**src/rtl/ram_loader.sv**
```systemverilog
// Loads RAM_BYTES streamed bytes into the scratch RAM, then reads them back
// and compares an additive checksum before releasing the RAM bus.
module ram_loader #(
   parameter int RAM_BYTES = 16,
   parameter int ADDR_W    = 4
) (
   input  logic              clk,
   input  logic              rst_n,
   input  logic              start,
   input  logic              in_valid,
   input  logic [7:0]        in_data,
   output logic              in_ready,
   output logic [ADDR_W-1:0] mem_addr,
   output logic [7:0]        mem_data,
   output logic              mem_lr_n,
   output logic              mem_ce_n,
   input  logic [7:0]        mem_rdata,
   output logic              busy,
   output logic              done,
   output logic              error,
   output logic [7:0]        checksum
);

   typedef enum logic [1:0] {
      IDLE,
      LOAD,
      VERIFY,
      DONE
   } state_t;

   localparam logic [ADDR_W-1:0] LAST = ADDR_W'(RAM_BYTES - 1);

   state_t            state_q, state_d;
   logic [ADDR_W-1:0] wr_cnt_q, wr_cnt_d;
   logic [ADDR_W-1:0] rd_cnt_q, rd_cnt_d;
   logic [7:0]        vsum_q, vsum_d;
   logic              vprime_q, vprime_d;
   logic [ADDR_W-1:0] addr_d;
   logic [7:0]        data_d;
   logic              lr_d, ce_d;
   logic              busy_d, done_d, err_d;
   logic [7:0]        cks_d;

   assign in_ready = (state_q == LOAD);

   always_ff @(posedge clk) begin
      if (!rst_n) begin
         state_q  <= IDLE;
         wr_cnt_q <= '0;
         rd_cnt_q <= '0;
         vsum_q   <= '0;
         vprime_q <= 1'b0;
         mem_addr <= '0;
         mem_data <= '0;
         mem_lr_n <= 1'b1;
         mem_ce_n <= 1'b1;
         busy     <= 1'b0;
         done     <= 1'b0;
         error    <= 1'b0;
         checksum <= '0;
      end else begin
         state_q  <= state_d;
         wr_cnt_q <= wr_cnt_d;
         rd_cnt_q <= rd_cnt_d;
         vsum_q   <= vsum_d;
         vprime_q <= vprime_d;
         mem_addr <= addr_d;
         mem_data <= data_d;
         mem_lr_n <= lr_d;
         mem_ce_n <= ce_d;
         busy     <= busy_d;
         done     <= done_d;
         error    <= err_d;
         checksum <= cks_d;
      end
   end

   always_comb begin
      state_d  = state_q;
      wr_cnt_d = wr_cnt_q;
      rd_cnt_d = rd_cnt_q;
      vsum_d   = vsum_q;
      vprime_d = vprime_q;
      addr_d   = mem_addr;
      data_d   = mem_data;
      lr_d     = mem_lr_n;
      ce_d     = mem_ce_n;
      busy_d   = busy;
      done_d   = done;
      err_d    = error;
      cks_d    = checksum;
      unique case (state_q)
         IDLE: begin
            lr_d = 1'b1;
            ce_d = 1'b1;
            if (start) begin
               state_d  = LOAD;
               wr_cnt_d = '0;
               cks_d    = '0;
               done_d   = 1'b0;
               err_d    = 1'b0;
               busy_d   = 1'b1;
            end
         end
         LOAD: begin
            if (in_valid) begin
               addr_d   = wr_cnt_q;
               data_d   = in_data;
               lr_d     = 1'b0;
               cks_d    = checksum + in_data;
               wr_cnt_d = wr_cnt_q + 1'b1;
               if (wr_cnt_q == LAST) begin
                  state_d  = VERIFY;
                  vprime_d = 1'b1;
               end
            end else begin
               lr_d = 1'b1;
            end
         end
         VERIFY: begin
            // first cycle lets the RAM finish the final write
            if (vprime_q) begin
               vprime_d = 1'b0;
               lr_d     = 1'b1;
               ce_d     = 1'b0;
               addr_d   = '0;
               rd_cnt_d = '0;
               vsum_d   = '0;
            end else begin
               vsum_d   = vsum_q + mem_rdata;
               rd_cnt_d = rd_cnt_q + 1'b1;
               if (rd_cnt_q == LAST) begin
                  ce_d    = 1'b1;
                  addr_d  = '0;
                  state_d = DONE;
               end else begin
                  addr_d = rd_cnt_q + 1'b1;
               end
            end
         end
         DONE: begin
            done_d  = 1'b1;
            busy_d  = 1'b0;
            err_d   = (vsum_q != checksum);
            state_d = IDLE;
         end
         default: state_d = IDLE;
      endcase
   end

endmodule
```
**config.mk**
```make
export PLATFORM = sky130hd
export DESIGN_NAME = ram_loader
export DESIGN_NICKNAME = d
export VERILOG_FILES = /design/src/rtl/ram_loader.sv
export SDC_FILE = /design/constraint.sdc
export NUM_CORES = 1
export LEC_CHECK = 0
export CELL_PAD_IN_SITES_DETAIL_PLACEMENT = 1
export CELL_PAD_IN_SITES_GLOBAL_PLACEMENT = 2
export CORE_MARGIN = 2
export CORE_UTILIZATION = 34
export CTS_CLUSTER_DIAMETER = 100
export DETAILED_ROUTE_END_ITERATION = 8
export GPL_TIMING_DRIVEN = 0
export PLACE_DENSITY = 0.95
export SYNTH_ARGS = -nofsm -noshare
export SYNTH_HDL_FRONTEND = slang
export SYNTH_SLANG_ARGS = --single-unit
export TNS_END_PERCENT = 100
```
**constraint.sdc**
```tcl
create_clock -name clk -period 3.4 [get_ports clk]
set_input_delay 0.51 -clock clk [delete_from_list [all_inputs] [get_ports clk]]
set_output_delay 0.51 -clock clk [all_outputs]
set_load 0.01 [all_outputs]
```
==> impl_metrics.py <==
metrics = {
    "die": {
        "die_w_um": 91.3,
        "die_area_um2": 8340,
        "start_util": 0.353,
        "coreArea_um2": 7330,
        "die_height_um": 91.3,
        "num_rows": 31,
        "ioPinCount": 46,
    },
    "critical_path": {
        "start_kind": "primary input",
        "cp_max_fo": 3,
        "arrival_ns": 2.49,
        "required_ns": 3.60,
        "end_kind": "flip-flop",
        "worstSetupPathType": "primary input to flip-flop",
    },
    "layout": {
        "num-fill-cells": 862,
        "final_cell_area_um2": 3240,
        "final_cell_mix": "dfxtp_1 (44), clkdlybuf4s50_1 (44), nand2_1 (34)",
        "layout-drive-gt1-share": 0.0605,
        "syn_to_final_growth_pct": 25.1,
        "multiInputGateArea_um2": 1620,
        "ff_latch_area_um2": 881,
        "nets": 389,
        "antennaDiodeCount": 0,
    },
    "yosys": {
        "yosys.area_share.simple": 0.206,
        "netlist.area_leader.share": 0.340,
        "synth_fa_ha_area_frac": 0.117,
        "synth_flop_cell": "dfxtp_1",
        "syn_inst": 295,
        "yosysUniqueCellTypes": 55,
        "synth_area_leaders": "dfxtp_1 (34%), ha_1 (10%), nand2_1 (4.9%)",
        "yosysTopAreaCell": "dfxtp_1",
        "synth_warnings": 0,
        "synth_mux_area_frac": 0.0155,
        "synthArstFlopShare": 0,
        "synthesis.nets": 338,
        "synth_edf_count": 0,
        "seq_area_frac_synth": 0.340,
        "synth_compound_area_frac": 0.221,
        "synth-seq-cells": 44,
        "synthXorXnorAreaFrac": 0.0642,
        "synth_top_family_by_area": "compound AO/OA/AOI/OAI gates",
        "netlist_area_um2": 2590,
        "synth.avg_cell_area_um2": 8.78,
    },
    "outcome": {
        "status": "completed",
    },
    "timing": {
        "period_needed_ns": 2.29,
        "relSlewSlack": 0.641,
        "rsz0062_at_grt": "no",
        "maxSlewViolCount": 0,
        "fin_tns_setup_ns": 0,
        "fin_crit_sh": 0.674,
        "fmax_ghz": 0.437,
        "finalHoldViolations": 0,
        "setup_viol": 0,
        "max_slew.worst_pin.slew_ns": 0.538,
        "fin_worst_skew_ns": 0.00853,
        "final.setup.worst_slack_ns": 1.11,
    },
    "placement": {
        "dp_slack_ns": 0.769,
        "placed_area_um2": 3160,
        "io_buffers": 44,
        "place_hpwl_um": 5290,
        "gp_congestion": 0.781,
    },
    "clock_tree": {
        "clk_pin_slew_ns": 0.09,
        "cts_resized": 0,
        "clock_latency_ns": 0.30,
        "max-clock-path-buffers": 2,
        "hold_buffers": 0,
        "cts_sinks": 44,
        "cts_tree": "yes",
        "postCtsSetupRepairBufs": 0,
        "numCtsBuffers": 5,
        "cts.htree.levels": 2,
        "cts_root_buf": "clkbuf_8",
    },
    "hold_path": {
        "hold_class": "flip-flop to flip-flop",
    },
    "drt": {
        "first_pass_iters": 4,
        "viasPerCell": 5.07,
        "drc": 0,
        "post_drt_wl_per_cell_um": 15.3,
        "wirelength_um": 6850,
        "route.vias.total": 2260,
        "postRouteAntennaNets": 0,
        "drtIter0Drc": 67,
    },
    "global_route": {
        "grt_pass1_vias": 2418,
        "track_usage": 0.173,
        "grt_max_degree": 14,
        "gr-total-overflow": 0,
        "grt_pass1_wl_um": 11600,
        "antenna_found_initial": 0,
    },
    "power_and_ir_drop": {
        "ir_drop_mv": 0.236,
        "power.leakage_nw": 1.31,
        "power_density_nw_per_um2": 613,
    },
    "run": {
        "drv_cap": 0,
    },
}
==> cell usage after synthesis, drive strengths merged (2+ instances only) <==
cell and instances:
o2bb2ai 2, nand2 35, o211a 4, o221ai 2, inv 8, a21boi 10
a22oi 7, nor2b 19, o21bai 2, fa 2, xor2 11, o311ai 3
nand3 15, buf 5, nand3b 3, o21ai 17, a211oi 2, a21oi 21
a21o 6, nand2b 4, dfxtp 44, clkbuf 8, mux2i 4, and2 5
nor4 2, ha 21, nor2 11, xnor2 8, nor3 2
==> final timing paths <==
path                      from           to  slack (ns)  cells past startpoint
hold / removal     mem_data[3]  mem_data[3]        0.47                      2
setup / recovery  mem_rdata[0]    vsum_q[4]        1.11                      8
hold reg to reg    mem_data[3]  mem_data[3]        0.47                      2
setup reg to reg   checksum[0]  checksum[6]        1.40                      8
==> state kept, by name, summed over array words and instances, names as in the netlist <==
name,count
checksum,8
mem_ce_n,1
wr_cnt_q,4
mem_lr_n,1
mem_addr,4
state_q,2
vsum_q,8
done,1
error,1
rd_cnt_q,4
busy,1
mem_data,8
vprime_q,1
==> routing by layer <==
metal | GRT usage | routed length (um) | share of wire | vias to the layer above
met5 | 0 | 0 | 0 | -
met4 | 0.0556 | 102 | 0.015 | 0
li1 | - | - | - | 1146
met3 | 0.0282 | 222 | 0.032 | 10
met2 | 0.298 | 3290 | 0.48 | 38
met1 | 0.219 | 3230 | 0.47 | 1066
==> cell families after synthesis <==
family                     Yosys count
and+or+nand+nor                    102
AOI/OAI and AO/OA                   82
DFF                                 44
adders and majority gates           23
buffers and inverters               21
xor gates and xnor gates            19
muxes                                4
==> metrics by stage <==
stage	power, mW	hold WS [ns]	utilization	std cells
floorplan	1.33	0.471	-	295
global placement	1.63	0.450	0.430	438
detailed placement	1.66	0.464	0.430	438
CTS	2.00	0.480	0.442	446
global route	2.14	0.505	0.442	446
finish	1.99	0.474	0.442	446
==> worst max-delay path, stage by stage <==
cell and delay [ns]:
clkdlybuf4s50_1 0.43, ha_1 0.26, fa_1 0.42, a21o_1 0.19
a21oi_1 0.21, xnor2_1 0.10, a22o_1 0.20, and2_1 0.16
==> area by class of cell <==
class,instances,share of cell area
Multi-Input combinational cell,230,0.498
Sequential cell,44,0.272
Clock buffer,7,0.0236
Inverter,8,0.00927
Timing Repair Buffer,44,0.136
Clock inverter,1,0.00270
Tap cell,99,0.0382
Buffer,13,0.0201
==> power by group <==
part,internal [mW],switching [mW]
registers,0.617,0.0879
clock network,0.147,0.195
logic,0.426,0.514
No activity file was read; power rests on OpenSTA's default activity.
